[src/rtl/hazard_ctrl.sv]
// rtl/hazard_ctrl.sv - pipeline hazard controller: RAW scoreboard, dcache freeze, branch flush and perf counters
// Stall outputs are same-cycle combinational; redirect and counters are registered.
module hazard_ctrl #(
  parameter int unsigned FLUSH_CYCLES = 2
) (
  input  logic        clk,
  input  logic        rst,
  input  logic        id_valid,
  input  logic [4:0]  id_rs1,
  input  logic [4:0]  id_rs2,
  input  logic        id_use_rs1,
  input  logic        id_use_rs2,
  input  logic [4:0]  id_rd,
  input  logic        id_wr,
  input  logic        b_taken,
  input  logic [31:0] b_pc,
  input  logic        dc_req,
  input  logic        dc_ready,
  input  logic        wb_valid,
  input  logic [4:0]  wb_rd,
  output logic        stall_if,
  output logic        stall_id,
  output logic        flush_if_id,
  output logic        flush_id_ex,
  output logic        redirect_valid,
  output logic [31:0] redirect_pc,
  output logic [31:0] stall_cnt,
  output logic [15:0] br_cnt
);

  typedef enum logic [1:0] {
    BOOT  = 2'd0,
    RUN   = 2'd1,
    FLUSH = 2'd2
  } state_t;

  localparam logic [2:0] FLUSH_INIT = 3'(FLUSH_CYCLES - 1);

  state_t      state;
  logic [31:0] pend;
  logic [2:0]  flush_cnt;

  logic        freeze;
  logic        in_run;
  logic        raw;
  logic        issue;
  logic        br_issue;
  logic [31:0] set_vec;
  logic [31:0] clr_vec;

  // Hazard detection reads the registered scoreboard only, so a same-cycle
  // writeback does not release a dependent instruction until the next cycle.
  always_comb begin
    freeze      = dc_req & ~dc_ready;
    in_run      = (state == RUN);
    raw         = in_run & id_valid &
                  ((id_use_rs1 & pend[id_rs1]) | (id_use_rs2 & pend[id_rs2]));
    issue       = in_run & id_valid & ~freeze & ~raw;
    br_issue    = issue & b_taken;
    stall_id    = (state == BOOT) | freeze | raw;
    stall_if    = stall_id;
    flush_id_ex = raw & ~freeze;
    flush_if_id = (state == FLUSH) & ~freeze;

    set_vec = '0;
    if (issue && id_wr && (id_rd != 5'd0)) set_vec[id_rd] = 1'b1;
    clr_vec = '0;
    if (wb_valid && (state != BOOT)) clr_vec[wb_rd] = 1'b1;
  end

  always_ff @(posedge clk or negedge rst) begin
    if (!rst) begin
      state          <= BOOT;
      pend           <= '0;
      flush_cnt      <= '0;
      redirect_valid <= 1'b0;
      redirect_pc    <= '0;
      stall_cnt      <= '0;
      br_cnt         <= '0;
    end else begin
      // Set is applied after clear so an issuing writer wins over a retiring one.
      pend           <= ((pend & ~clr_vec) | set_vec) & 32'hFFFF_FFFE;
      redirect_valid <= br_issue;
      if (br_issue) redirect_pc <= b_pc;

      if (stall_id && (stall_cnt != 32'hFFFF_FFFF)) stall_cnt <= stall_cnt + 32'd1;
      if (br_issue && (br_cnt != 16'hFFFF))         br_cnt    <= br_cnt + 16'd1;

      case (state)
        BOOT: state <= RUN;
        RUN: begin
          if (br_issue) begin
            state     <= FLUSH;
            flush_cnt <= FLUSH_INIT;
          end
        end
        FLUSH: begin
          if (!freeze) begin
            if (flush_cnt == 3'd0) state <= RUN;
            else                   flush_cnt <= flush_cnt - 3'd1;
          end
        end
        default: state <= BOOT;
      endcase
    end
  end

endmodule

[config.mk]
export PLATFORM = sky130hd
export DESIGN_NAME = hazard_ctrl
export DESIGN_NICKNAME = d
export VERILOG_FILES = /design/src/rtl/hazard_ctrl.sv
export SDC_FILE = /design/constraint.sdc
export NUM_CORES = 1
export LEC_CHECK = 0
export CAP_MARGIN = 20
export CORE_MARGIN = 2
export CORE_UTILIZATION = 35
export CTS_BUF_LIST = sky130_fd_sc_hd__clkbuf_8
export DETAILED_ROUTE_END_ITERATION = 10
export GPL_ROUTABILITY_DRIVEN = 0
export GPL_TIMING_DRIVEN = 0
export PLACE_DENSITY = 0.62
export SLEW_MARGIN = 0
export SYNTH_ARGS = -nofsm -noshare
export SYNTH_HDL_FRONTEND = slang
export SYNTH_SLANG_ARGS = --single-unit
[constraint.sdc]
create_clock -name clk -period 4.6 [get_ports clk]
set_clock_uncertainty 0.2 [all_clocks]
set_input_delay 0.46 -clock clk [delete_from_list [all_inputs] [get_ports clk]]
set_output_delay 0.46 -clock clk [all_outputs]
set_load 0.05 [all_outputs]
==> metrics.md, run 1 <==
| Metric | Value |
|---|---|
| Layout cell share with drive strength beyond 1 | `roughly 14%` |
| Hold Crit Class | `primary input to register` |
| HPWL Detailed | `roughly 11000 microns` |
| Synthesis-to-finish area growth | `37.0%` |
| Final slew viol count | `0` |
| Ys async rst share | `100%` |
| CP Class | `primary input to output port` |
| EDFF count, synth | `0` |
| RSZ-0062 raised after global routing | `no` |
| Input/output buffers | `between 100 and 150` |
| Yosys cell types | `between 40 and 50` |
| Crit path buf inv count | `3` |
| Worst-skew pair later-pin latency | `around 440 ps` |
| Final min period | `roughly 4100 ps` |
| Setup violations, final | `0` |
| DRT iter0 DRCs | `324` |
| Crit. End Element | `output port` |
| Clk sinks | `roughly 120` |
| Dpl cells | `852` |
| Routed Antenna Nets | `0` |
| Die Ht | `around 130 microns` |
| Outcome | `complete, no violations` |
| # rows | `46` |
| Slowest stage delay, CP | `800 ps` |
| First-pass iteration count of the detailed router | `5` |
| Most frequent cells in the layout | `clkdlybuf4s50_1 (137), dfrtp_1 (117), o21ai_0 (59)` |
| Fin crit share | `about nine tenths` |
| Clock Tree Buf Depth | `2` |
| Cts repair resizes | `0` |
| Syn Area/Cell | `roughly 12 sq um` |
| H-tree depth | `4` |
| Register area share after synthesis | `around half` |
| First-pass GRT wire length | `between 20000 and 25000 microns` |
| CP most frequent cell | `clkdlybuf4s50_1` |
| Synthesized instance count | `~500` |
| Antenna cells | `0` |
| Crit-path cells | `clkdlybuf4s50_1 > mux4_2 > nor2b_1 > o311ai_1 > a32oi_4 > o21bai_1 > buf_4 > clkdlybuf4s50_1` |
| Critical Path Source Type | `primary input` |
| Crit-path slowest cell | `clkdlybuf4s50_1` |
| P per Cell Area | `between 400 and 500 nW/um^2` |
| Worst Path Required | `between 3000 and 4000 ps` |
| Post-Synthesis Cell Area | `approximately 5700 sq um` |
| Static leakage | `between 3 and 4 nW` |
| Root buffer selected by CTS | `clkbuf_8` |
| Antenna violations before repair | `0` |
| CTS tree | `built` |
| Slew HR | `between 40% and 50%` |
| Filler-free cell count of the finished design | `885` |
| Nets | `722` |
| IO Pins | `roughly 150` |
| Detailed Route WL | `about 15000 microns` |
| Primary FF master, synth | `dfrtp_1` |
| Synthesis Warnings | `0` |
| Chip width | `~130 microns` |
| Max Fanout on Critical Path | `10` |
| Peak supply drop | `220 uV` |
| Number of synthesized register bits | `approximately 120` |
| Worst slew pin tran | `approximately 770 ps` |
| DR vias | `around 4600` |
| Clock transition at path regs | `around 70 ps` |
| CP delay by family, top | `buffers and inverters` |
| Commonest non-fill, non-tap cell in the layout | `clkdlybuf4s50_1` |
| Vias in the first global route | `approximately 4600` |
| GRT Total Usage | `between 10% and 20%` |
| Core area | `15900 sq um` |
| Die area | `roughly 17000 sq um` |
| CTS Buf Count | `17` |
| Wirelength per Cell | `17.1 microns` |
| Total power | `3.75 mW` |
| Initial Utilization | `~36%` |
| Critical Path AT | `between 3000 and 4000 ps` |
| Synthesized net count | `roughly 560` |
| Vias per cell | `5.20` |
| Remaining global-route overflow | `0` |
| # DRC | `0` |
| Largest net degree at the start of global routing | `between 60 and 70` |
| Max Cap Viol | `0` |
| Fillers | `around 1500` |
| Max Freq | `about 0.24 GHz` |
| Fin. Hold Viols | `0` |
## flip-flops by register name (all words and copies together) (netlist names)
| signal | count |
|---|---|
| state | 2 |
| br_cnt | 16 |
| redirect_pc | 32 |
| redirect_valid | 1 |
| flush_cnt | 3 |
| pend | 31 |
| stall_cnt | 32 |
## logic make-up after synthesis
logic type | synth area share, %
AO/OA/AOI/OAI | 8.98
XOR/XNOR | 6.73
adder cells (fa/ha/maj) | 0.874
buffers and inverters | 2.71
flip-flops | 51.1
multiplexers | 13.7
AND/OR/NAND/NOR | 15.8
## Yosys cell counts (all sizes together), types with 4 or more instances
| library cell | number | area share, % |
|---|---|---|
| nand3b | 8 | 1.0 |
| nor2b | 10 | 1.1 |
| and4 | 7 | 1.1 |
| nand3 | 22 | 1.9 |
| mux2 | 39 | 7.7 |
| buf | 13 | 1.7 |
| and3 | 14 | 1.5 |
| nand2 | 28 | 1.8 |
| inv | 7 | 0.46 |
| nor2 | 17 | 1.1 |
| xnor2 | 37 | 5.7 |
| nand2b | 8 | 0.87 |
| nor3 | 4 | 0.35 |
| mux4 | 14 | 5.5 |
| xor2 | 7 | 1.1 |
| dfrtp | 117 | 51 |
| and2 | 8 | 0.87 |
| clkbuf | 9 | 0.59 |
| o31ai | 5 | 0.66 |
| ha | 4 | 0.87 |
| o21ai | 60 | 5.2 |
| nand4 | 29 | 3.2 |
## path summary, 6_finish.rpt
kind / depth (start not counted) / end / startpoint / slack [ps]
setup / recovery: 8 / stall_if / id_rs2[0] / 470
hold / removal: 2 / pend[3] / id_rd[2] / 140
setup reg to reg: 8 / redirect_pc[29] / pend[11] / 1490
hold reg to reg: 1 / redirect_pc[17] / redirect_pc[17] / 290
max in group asynchronous: 3 / redirect_pc[16] / rst / 3190
min in group asynchronous: 2 / pend[6] / rst / 310
## area by class of cell
| cell class | count | area [sq um] | share of cell area (%) |
|---|---|---|---|
| well taps | 216 | 270 | 3.45 |
| inverters | 7 | 26.3 | 0.335 |
| multi-input cells | 351 | 2640 | 33.7 |
| clock buffers | 19 | 262 | 3.33 |
| flip-flops and latches | 117 | 2930 | 37.3 |
| clock inverters | 13 | 165 | 2.11 |
| repair buffers | 140 | 1420 | 18.1 |
| plain buffers | 22 | 129 | 1.64 |
## per-stage QoR
step                      hold WS (ps)  setup slack [ps]  instance area, sq um  TNS, ps  util [%]
final                              139               470                  7840        0      49.2
after global routing               147               289                  7840        0      49.2
after floorplan                  -35.6              1140                  5720        0         -
after CTS                          103               414                  7840        0      49.2
after detailed placement           231               414                  7400        0      46.4
after global placement             271             -1590                  7380  -185150      46.3
## power by group
group          total (mW)  internal, mW  leakage [nW]  switching [mW]
clock network        1.03         0.608         0.226           0.419
registers            1.37          1.22          1.53           0.148
logic                1.35         0.514          1.45           0.841
total                3.75          2.34          3.20            1.41
## layer usage
layer	part of all wire, %	track usage, %	up-vias
met1	43	23.3	2285
met3	5.3	3.84	17
li1	-	-	2142
met4	1.6	6.76	0
met5	0	0	-
met2	50	28.9	155
## timing repair
action                                 in CTS  in global routing
hold buffers                                1                  0
buffers inserted                            0                  0
endpoints found under the hold margin      49                  0
Power figures use the tool's default switching activity.
==> run 2: changes to the inputs <==
--- a/config.mk
+++ b/config.mk
@@ -13,6 +13,7 @@
 export GPL_ROUTABILITY_DRIVEN = 0
 export GPL_TIMING_DRIVEN = 0
 export PLACE_DENSITY = 0.62
+export REMOVE_ABC_BUFFERS = 1
 export SLEW_MARGIN = 0
 export SYNTH_ARGS = -nofsm -noshare
 export SYNTH_HDL_FRONTEND = slang
==> constraint.sdc (replaced) <==
create_clock -name clk -period 4.4 [get_ports clk]
set_clock_uncertainty 0.2 [all_clocks]
set_input_delay 0.44 -clock clk [delete_from_list [all_inputs] [get_ports clk]]
set_output_delay 0.44 -clock clk [all_outputs]
set_load 0.05 [all_outputs]
==> metrics.md, run 2 (synthesized netlist as in run 1, its figures left out) <==
| Metric | Value |
|---|---|
| Clk sinks | `117 (unchanged)` |
| GRT Total Usage | `17.5% (was 17.8%)` |
| Input/output buffers | `146 (was 138)` |
| Hold Crit Class | `register to register (was primary input to register)` |
| Max Cap Viol | `0 (unchanged)` |
| Clock transition at path regs | `70 ps (about the same)` |
| Setup ws final | `153 ps (was 470 ps)` |
| WL met3 | `1200 microns (was 803 microns)` |
| HPWL Detailed | `10700 microns (was 11100 microns)` |
| Final slew viol count | `0 (unchanged)` |
| Slowest stage delay, CP | `740 ps (was 800 ps)` |
| Worst R2R End | `br_cnt[12] (was redirect_pc[29])` |
| Final min period | `approximately 4200 ps` |
| # DRC | `0 (unchanged)` |
| Layout cell share with drive strength beyond 1 | `12.7% (was 14.1%)` |
| Filler-free cell count of the finished design | `869 (was 885)` |
| Most frequent cells in the layout | `clkdlybuf4s50_1 (144), dfrtp_1 (117), o21ai_0 (59) (was clkdlybuf4s50_1 (137), dfrtp_1 (117), o21ai_0 (59))` |
| Commonest non-fill, non-tap cell in the layout | `clkdlybuf4s50_1 (unchanged)` |
| Area post-placement | `7360 sq um (was 7400 sq um)` |
| Antenna cells | `0 (unchanged)` |
| Worst Hold End | `redirect_pc[22] (was pend[3])` |
| Detailed Route WL | `14600 microns (was 15200 microns)` |
| Layout Utilization | `48.5% (was 49.2%)` |
| Die Ht | `132 microns (unchanged)` |
| Worst Path Required | `3760 ps (was 3940 ps)` |
| CP Class | `primary input to output port (unchanged)` |
| Static leakage | `3.15 nW (was 3.20 nW)` |
| # rows | `46 (unchanged)` |
| Crit-path cells | `clkdlybuf4s50_1 > mux4_2 > o22a_1 > o221a_2 > a32oi_4 > o21bai_1 > clkdlybuf4s50_1 (was clkdlybuf4s50_1 > mux4_2 > nor2b_1 > o311ai_1 > a32oi_4 > o21bai_1 > buf_4 > clkdlybuf4s50_1)` |
| DR vias | `4556 (was 4599)` |
| Fin area | `7730 sq um (was 7840 sq um)` |
| Antenna violations before repair | `0 (unchanged)` |
| Routed wire length on met2 | `6740 microns (was 7550 microns)` |
| Remaining global-route overflow | `0 (unchanged)` |
| Dpl cells | `838 (was 852)` |
| Initial Utilization | `35.9% (unchanged)` |
| Reg-to-reg startpoint | `pend[29] (was pend[11])` |
| Fillers | `1471 (was 1459)` |
| P per Cell Area | `486 nW/um^2 (was 478 nW/um^2)` |
| IO Pins | `147 (unchanged)` |
| Highest routed metal layer | `met4 (unchanged)` |
| Met1 Wirelength | `6440 microns (was 6570 microns)` |
| Chip width | `132 microns (unchanged)` |
| Clock Tree Buf Depth | `2 (unchanged)` |
| Worst slew pin tran | `1060 ps (was 765 ps)` |
| FF-to-FF path depth | `7 (was 8)` |
| Routed Antenna Nets | `0 (unchanged)` |
| Crit. End Element | `output port (unchanged)` |
| Die area | `17400 sq um (unchanged)` |
| Hold path start | `redirect_pc[22] (was id_rd[2])` |
| Peak supply drop | `327 uV (was 220 uV)` |
| Top flop regs | `redirect_pc (32), stall_cnt (32), pend (31) (unchanged)` |
| Crit path buf inv count | `2 (was 3)` |
| Fin crit share | `a little over nine tenths` |
| Vias per cell | `5.24 (was 5.20)` |
| CP most frequent cell | `clkdlybuf4s50_1 (unchanged)` |
| First-pass GRT wire length | `24400 microns (was 24600 microns)` |
| Max Fanout on Critical Path | `10 (unchanged)` |
| Core area | `15900 sq um (unchanged)` |
| Slew HR | `29.2% (was 48.9%)` |
| Vias in the first global route | `4774 (was 4571)` |
| Fin. Hold Viols | `0 (unchanged)` |
| Setup violations, final | `0 (unchanged)` |
| Max Freq | `between 0.2 and 0.25 GHz` |
| CP delay by family, top | `buffers and inverters (unchanged)` |
| DRT iter0 DRCs | `211 (was 324)` |
| Critical Path AT | `3610 ps (was 3470 ps)` |
| Synthesis-to-finish area growth | `35.1% (was 37.0%)` |
| CTS tree | `built (unchanged)` |
| Worst-skew pair later-pin latency | `430 ps (was 440 ps)` |
| Outcome | `complete, no violations (unchanged)` |
| CTS Buf Count | `17 (unchanged)` |
| Crit-path slowest cell | `clkdlybuf4s50_1 (unchanged)` |
| Root buffer selected by CTS | `clkbuf_8 (unchanged)` |
| RSZ-0062 raised after global routing | `no (unchanged)` |
| Hold depth | `1 (was 2)` |
| First-pass iteration count of the detailed router | `6 (was 5)` |
| Wirelength per Cell | `16.8 microns (was 17.1 microns)` |
| Critical Path Source Type | `primary input (unchanged)` |
| Post-route setup TNS | `0 ps (unchanged)` |
| H-tree depth | `4 (unchanged)` |
| Setup slack, reg-to-reg | `760 ps (was 1490 ps)` |
| Dpl ws | `-177 ps (was 414 ps)` |
| Largest net degree at the start of global routing | `67 (was 69)` |
| Nets | `708 (was 722)` |
## run 2: cell types whose count changed in the layout (fill, tap and decap cells not counted), sizes merged
| cell | change |
|---|---|
| dlymetal6s2s | +1 |
| clkinvlp | -2 |
| buf | -13 |
| bufinv | -3 |
| clkbuf | -6 |
| clkdlybuf4s50 | +7 |
## run 2: repair_timing
| action | CTS | global route |
|---|---|---|
| buffers inserted | 0 | 0 |
| hold buffers | 1 | 0 |
| gates resized for setup | 0 | 1 |
| endpoints found under the setup margin | 0 | 3 |
| hold endpoints to repair | 51 | 0 |
## run 2: area by class of cell
| type | count | area (sq um) | share of cell area [%] |
|---|---|---|---|
| flip-flops and latches | 117 | 2930 | 37.9 |
| multi-input cells | 351 | 2640 | 34.2 |
| repair buffers | 148 | 1500 | 19.4 |
| clock buffers | 22 | 303 | 3.92 |
| well taps | 216 | 270 | 3.50 |
| clock inverters | 8 | 60.1 | 0.777 |
| inverters | 7 | 26.3 | 0.340 |
## run 2: where the power goes
part           switching, mW  internal [mW]  total [mW]
logic                  0.878          0.530        1.41
registers              0.163           1.28        1.44
clock network          0.404          0.504       0.908
## run 2: metrics by stage
step | hold WS [ps] | power, mW
floorplan | -55.6 | 2.32
global placement | 268 | 2.84
detailed placement | 225 | 2.87
CTS | 298 | 3.80
global route | 316 | 3.95
finish | 294 | 3.76
## run 2: layer usage
| metal | vias up | GRT usage, % |
|---|---|---|
| met2 | 180 | 27.5 |
| li1 | 2117 | - |
| met4 | 0 | 5.50 |
| met1 | 2243 | 22.2 |
| met5 | - | 0 |
| met3 | 16 | 7.04 |
## run 2: worst register-to-register path: stages (launching register included)
cell and delay [ps]:
dfrtp_1 420, mux4_2 470, mux2_2 280, o221a_2 300
a32oi_4 380, and3_2 830, and4_1 320, mux2_2 330
## run 2: worst max path at each step
stage | slack [ps] | endpoint | start | cells after the start
3_3_place_gp | -1820 | stall_cnt[7] | rst | 1
3_5_place_dp | -180 | br_cnt[12] | id_rs2[1] | 8
2_1_floorplan | 710 | br_cnt[12] | id_rs1[2] | 7
4_1_cts | 70 | stall_id | id_rs2[1] | 7
5_1_grt | 30 | flush_id_ex | id_rs1[1] | 7
6_report | 150 | stall_id | id_rs1[1] | 7
